### config.mk
export PLATFORM = sky130hd
export DESIGN_NAME = regfile_sb_flat
export DESIGN_NICKNAME = d
export VERILOG_FILES = /design/src/rtl/regfile_sb_if.sv /design/src/rtl/regfile_sb.sv /design/src/flat_wrapper.sv
export SDC_FILE = /design/constraint.sdc
export NUM_CORES = 2
export LEC_CHECK = 0
export CAP_MARGIN = 30
export CORE_MARGIN = 2
export CORE_UTILIZATION = 40
export DETAILED_ROUTE_END_ITERATION = 12
export SLEW_MARGIN = 20
export SYNTH_ARGS = -nofsm -noshare
export SYNTH_HDL_FRONTEND = slang
export SYNTH_SLANG_ARGS = --single-unit
export TNS_END_PERCENT = 1
### constraint.sdc
create_clock -name clk -period 2.65 [get_ports clk]
set_input_delay 0.3975 -clock clk [delete_from_list [all_inputs] [get_ports clk]]
set_output_delay 0.3975 -clock clk [all_outputs]
set_load 0.05 [all_outputs]
### src/rtl/regfile_sb_if.sv
// Read, issue and write-back signals between decode/write-back and the register file.
interface regfile_sb_if #(
  parameter int unsigned DATA_W = 32,
  parameter int unsigned ADDR_W = 5
);
  logic [ADDR_W-1:0] rs;
  logic [ADDR_W-1:0] rt;
  logic [DATA_W-1:0] o_A;
  logic [DATA_W-1:0] o_B;
  logic              busy_A;
  logic              busy_B;
  logic              issue_en;
  logic [ADDR_W-1:0] issue_rd;
  logic              issue_ok;
  logic              wb_en;
  logic [ADDR_W-1:0] wb_rd;
  logic [DATA_W-1:0] W;

  // Pipeline side: drives addresses, issue requests and write-back.
  modport master (
    output rs, rt, issue_en, issue_rd, wb_en, wb_rd, W,
    input  o_A, o_B, busy_A, busy_B, issue_ok
  );

  // Register file side.
  modport slave (
    input  rs, rt, issue_en, issue_rd, wb_en, wb_rd, W,
    output o_A, o_B, busy_A, busy_B, issue_ok
  );
endinterface

### src/rtl/regfile_sb.sv
// Register file with hardwired-zero r0, optional write-back bypass and a
// per-register pending-write scoreboard for RAW detection and WAW throttling.
module regfile_sb #(
  parameter int unsigned DATA_W = 32,
  parameter int unsigned ADDR_W = 5,
  parameter int unsigned BYPASS = 1,
  parameter int unsigned PEND_W = 2
) (
  input logic         clk,
  input logic         clr,
  regfile_sb_if.slave rf
);
  localparam int unsigned       NREG = 1 << ADDR_W;
  localparam logic [PEND_W-1:0] PMAX = '1;
  localparam logic [PEND_W-1:0] ONE  = PEND_W'(1);
  localparam bit                BYP  = (BYPASS != 0);

  logic [DATA_W-1:0] regs    [NREG];
  logic [PEND_W-1:0] cnt     [NREG];
  logic [PEND_W-1:0] cnt_nxt [NREG];
  logic              wb_hit_a;
  logic              wb_hit_b;

  // Read port A: zero for r0, forwarded write-back data, else storage.
  always_comb begin
    wb_hit_a  = rf.wb_en && (rf.wb_rd == rf.rs);
    rf.o_A    = '0;
    rf.busy_A = 1'b0;
    if (rf.rs != '0) begin
      rf.o_A = (BYP && wb_hit_a) ? rf.W : regs[rf.rs];
      if (BYP) begin
        // A retiring write-back clears one pending write in the same cycle.
        rf.busy_A = (cnt[rf.rs] > ONE) || ((cnt[rf.rs] == ONE) && !wb_hit_a);
      end else begin
        rf.busy_A = (cnt[rf.rs] != '0);
      end
    end
  end

  // Read port B: identical to port A on rt.
  always_comb begin
    wb_hit_b  = rf.wb_en && (rf.wb_rd == rf.rt);
    rf.o_B    = '0;
    rf.busy_B = 1'b0;
    if (rf.rt != '0) begin
      rf.o_B = (BYP && wb_hit_b) ? rf.W : regs[rf.rt];
      if (BYP) begin
        rf.busy_B = (cnt[rf.rt] > ONE) || ((cnt[rf.rt] == ONE) && !wb_hit_b);
      end else begin
        rf.busy_B = (cnt[rf.rt] != '0);
      end
    end
  end

  // Issue accept: refuse only a saturated counter with no same-cycle retire.
  always_comb begin
    rf.issue_ok = rf.issue_en &&
                  ((rf.issue_rd == '0) ||
                   (cnt[rf.issue_rd] != PMAX) ||
                   (rf.wb_en && (rf.wb_rd == rf.issue_rd)));
  end

  // Scoreboard next state: +1 on accepted issue, -1 on retire of a nonzero count.
  always_comb begin
    for (int unsigned r = 0; r < NREG; r++) begin
      cnt_nxt[r] = cnt[r];
      if (r != 0) begin
        case ({rf.issue_ok && (rf.issue_rd == ADDR_W'(r)),
               rf.wb_en && (rf.wb_rd == ADDR_W'(r)) && (cnt[r] != '0)})
          2'b10:   cnt_nxt[r] = cnt[r] + ONE;
          2'b01:   cnt_nxt[r] = cnt[r] - ONE;
          default: cnt_nxt[r] = cnt[r];
        endcase
      end
    end
  end

  // Storage and scoreboard update; clr wipes everything and blocks this edge's writes.
  always_ff @(posedge clk) begin
    if (clr) begin
      for (int unsigned r = 0; r < NREG; r++) begin
        regs[r] <= '0;
        cnt[r]  <= '0;
      end
    end else begin
      if (rf.wb_en && (rf.wb_rd != '0)) begin
        regs[rf.wb_rd] <= rf.W;
      end
      for (int unsigned r = 0; r < NREG; r++) begin
        cnt[r] <= cnt_nxt[r];
      end
    end
  end
endmodule

### src/flat_wrapper.sv
// flat-port wrapper written by rule: the top's interface ports become plain ports
module regfile_sb_flat 
#(
  parameter int unsigned DATA_W = 32,
  parameter int unsigned ADDR_W = 5,
  parameter int unsigned BYPASS = 1,
  parameter int unsigned PEND_W = 2
)
  (clk, clr, rf_rs, rf_rt, rf_issue_en, rf_issue_rd, rf_wb_en, rf_wb_rd, rf_W, rf_o_A, rf_o_B, rf_busy_A, rf_busy_B, rf_issue_ok);
  regfile_sb_if #(.DATA_W(DATA_W), .ADDR_W(ADDR_W)) rf_i ();
  input logic clk;
  input logic clr;
  input wire logic [$bits(rf_i.rs)-1:0] rf_rs;
  input wire logic [$bits(rf_i.rt)-1:0] rf_rt;
  input wire logic [$bits(rf_i.issue_en)-1:0] rf_issue_en;
  input wire logic [$bits(rf_i.issue_rd)-1:0] rf_issue_rd;
  input wire logic [$bits(rf_i.wb_en)-1:0] rf_wb_en;
  input wire logic [$bits(rf_i.wb_rd)-1:0] rf_wb_rd;
  input wire logic [$bits(rf_i.W)-1:0] rf_W;
  output wire logic [$bits(rf_i.o_A)-1:0] rf_o_A;
  output wire logic [$bits(rf_i.o_B)-1:0] rf_o_B;
  output wire logic [$bits(rf_i.busy_A)-1:0] rf_busy_A;
  output wire logic [$bits(rf_i.busy_B)-1:0] rf_busy_B;
  output wire logic [$bits(rf_i.issue_ok)-1:0] rf_issue_ok;
  assign rf_i.rs = rf_rs;
  assign rf_i.rt = rf_rt;
  assign rf_i.issue_en = rf_issue_en;
  assign rf_i.issue_rd = rf_issue_rd;
  assign rf_i.wb_en = rf_wb_en;
  assign rf_i.wb_rd = rf_wb_rd;
  assign rf_i.W = rf_W;
  assign rf_o_A = rf_i.o_A;
  assign rf_o_B = rf_i.o_B;
  assign rf_busy_A = rf_i.busy_A;
  assign rf_busy_B = rf_i.busy_B;
  assign rf_issue_ok = rf_i.issue_ok;
  regfile_sb #(.DATA_W(DATA_W), .ADDR_W(ADDR_W), .BYPASS(BYPASS), .PEND_W(PEND_W)) u_core (.clk(clk), .clr(clr), .rf(rf_i));
endmodule
==> metrics.txt <==
starting density of the core 40.3%; largest area contributor in the netlist edfxtp_1; period utilisation layout 127%; hold path cells 2; Critical Path End Type output pin; Routed Antenna Nets 0; most frequent cells in the layout 1,024 x edfxtp_1, 1,010 x and2_1, 557 x buf_4; # rows 142; Area Overhead vs Synth 25.3%; failing checks setup timing; total grt overflow 0; outcome complete, but fails checks; crit-path cells mux4_2 -> mux4_2 -> a32oi_2 -> nand2_2 -> buf_12; Clock Latency Late Sink 0.75 ns; Port Buf Inserts 122; crit start category flop; reg-to-reg slack, setup -0.28 ns; core area 150,000 um2; post-synth top area share 50.8%; reg2reg start u_core.cnt[27][1]$_SDFFE_PP0P_; final std cells w/o fill 6,987; pin count of the biggest net entering global routing 107; Netlist Area Pre-Place 60,600 um2; Cells after Synth 4,267; worst slew pin tran 0.866 ns; CTS max path bufs 3; GPL Wtd Cong 0.959; Max-cap violations 0; Mean Syn Cell Area 14.2 um2; slowest stage cell, crit path mux4_2; # setup viols final 124; met3 Resource Use GR 8.04%; Placed Area 70,900 um2; DRC 0; initial antenna violation count 36; P_leak 0.0271 uW; HP Class in2reg; vias per std cell 6.17; Crit path arrival time 2.97 ns; Overall Power 45,000 uW; DIE AREA 155,000 um2; Area contributors post-synth edfxtp_1 51%, mux4_2 20%, and2_1 10%; Initial DRC Count 5,764; Worst VDD drop 744 uV; CP Data Required Time 2.25 ns; layout cells sized above 1 35.6%; Final Max Tran Viols 0; Die Span X 393 um; CTS tree yes; Final min period 3.36 ns; WL/cell 33.6 um; Clock Pin Slew Worst Setup and Hold Paths 0.06 ns; H-tree depth 3; number of buffers created by CTS 119; Top FF cell, synth edfxtp_1; first-pass GRT wire length 327 mm; Ys Warns 0; final net count 4,948; fmax 297 MHz; DP HPWL 163 mm; most common cell after layout, fill and taps aside edfxtp_1; Max stage delay on crit path 0.59 ns; Fin. Hold Viols 0; cts hold-fix bufs 0; Die H 393 um; Crit Path Class reg2out; number of synthesized flops with an enable pin 1,024; fraction of registers with async set or reset after synthesis 0%; sequential share of the synthesized area 52.8%; Reg-to-Reg End u_core.cnt[19][1]$_SDFFE_PP0P_; #FFs+latches synth 1,086; vias in the first global route 42,800; Hold Path Origin clr; setup ws final -0.714 ns; PD cells 593 nW/um2; gr usage total 30.3%; CTS Sinks 1,086; clock root buffer clkbuf_16; Pre-antenna DRT Iters 6; RSZ-0062 raised after global routing true; Crit Path Max Fanout 2; Cells after DPL 6,745; total routed wirelength 235 mm; met1 Resource Use GR 39.8%; skew final 0.0146 ns; Crit path top cell by count mux4_2; Netlist cell types 61; grt met2 use 46.6%; fin area 75,900 um2; Reg2Reg Depth 12; IO Pins 123; Hold Path End u_core.regs[0][3]$_SDFFCE_PN0P_; global route hottest layer met2; Rel. slew slack 42.2%; via count 43,100
==> cell usage after synthesis (4+ instances only) <==
master and count:
edfxtp_1 1024, nor3_1 35, a22oi_1 64, a31oi_1 8, a221oi_1 26, a221o_1 17
dfxtp_1 62, a32o_1 4, nor4_1 5, buf_2 79, clkbuf_1 275, o2111ai_1 4
nand4_1 5, ha_1 31, and2_1 1011, nand3_1 21, buf_6 11, xnor2_1 38
nor2b_1 51, nand2_1 152, nand3b_1 5, xor2_1 39, a32oi_1 5, o21ai_0 62
a211oi_1 60, buf_4 43, nor2_1 159, a22o_1 18, and3_1 4, mux2i_1 185
a21oi_1 61, inv_1 5, buf_1 18, mux4_2 542, or2_2 33, nand2b_1 10
o211ai_1 9, or3_1 35, o22ai_1 7, mux2_2 9
==> kinds of logic (layout without fill, tap and decap cells) <==
group,Yosys count,after routing,share of synthesized area [%]
AO/OA/AOI/OAI,361,361,4.17
adder cells (fa/ha/maj),31,31,0.641
multiplexers,736,736,23.4
buffers and inverters,436,1096,3.31
XOR/XNOR,77,77,1.11
other,1,45,0.00619
flip-flops,1086,1086,52.8
AND/OR/NAND/NOR,1539,1539,14.6
==> where the power goes <==
group	internal (uW)	total [uW]	switching [uW]	leakage [uW]
clock	9650	17100	7450	0.00190
combinational	3530	7830	4300	0.0150
sequential	19600	20100	459	0.0102
total	32800	45000	12200	0.0271
==> worst max-delay path by stage <==
stage                                                 start                             to  slack, ns  cells past startpoint
after floorplan                                    rf_rs[0]                      rf_o_A[4]      -0.21                     10
after global placement                       rf_issue_rd[0]  u_core.cnt[2][1]$_SDFFE_PP0P_      -0.99                     12
after detailed placement                     rf_issue_rd[0]  u_core.cnt[2][1]$_SDFFE_PP0P_      -0.97                     12
after CTS                 u_core.regs[27][15]$_SDFFCE_PN0P_                     rf_o_A[15]      -0.72                      6
after global routing      u_core.regs[27][15]$_SDFFCE_PN0P_                     rf_o_A[15]      -0.75                      6
final                     u_core.regs[27][24]$_SDFFCE_PN0P_                     rf_o_A[24]      -0.71                      5
==> metrics by stage <==
step / hold slack [ns] / setup slack [ns] / utilization (%) / setup TNS, ns
after floorplan: 0.487 / -0.210 / - / -11.64
after global placement: 0.540 / -0.993 / 47.2 / -442.83
after detailed placement: 0.564 / -0.974 / 47.2 / -458.87
after CTS: 0.268 / -0.717 / 50.2 / -41.75
after global routing: 0.326 / -0.748 / 50.5 / -52.72
final: 0.410 / -0.714 / 50.6 / -41.84
==> critical path: cells and delay by family (launching register included) <==
| family | cells | cell delay [ns] |
|---|---|---|
| mux | 2 | 1.09 |
| flops | 1 | 0.40 |
| compound gates | 1 | 0.32 |
| simple gates | 1 | 0.21 |
| buf+inv | 1 | 0.20 |
==> layer usage <==
metal	vias up	wire length, um
met5	-	67
met2	2835	107000
met4	10	13100
met1	22300	86900
li1	17400	-
met3	560	28000
==> area by class of cell <==
class,instances,area [um2]
antenna,13,32.5
clock buffer,143,3080
clock inverter,75,855
fill,12600,74200
inverter,5,21.3
multi-input combinational,2776,27700
sequential,1086,32000
tap,2016,2520
timing repair buffer,873,9730
==> sequential cells by signal (all words and copies together), names as in the netlist <==
name and count:
u_core.cnt 62, u_core.regs 1024
==> what timing repair did <==
item,in CTS,in global routing
setup buffers,1,10
endpoints found under the setup margin,128,129
resized for setup,122,101
pin swaps,54,35
No activity file was read; power rests on OpenSTA's default activity.
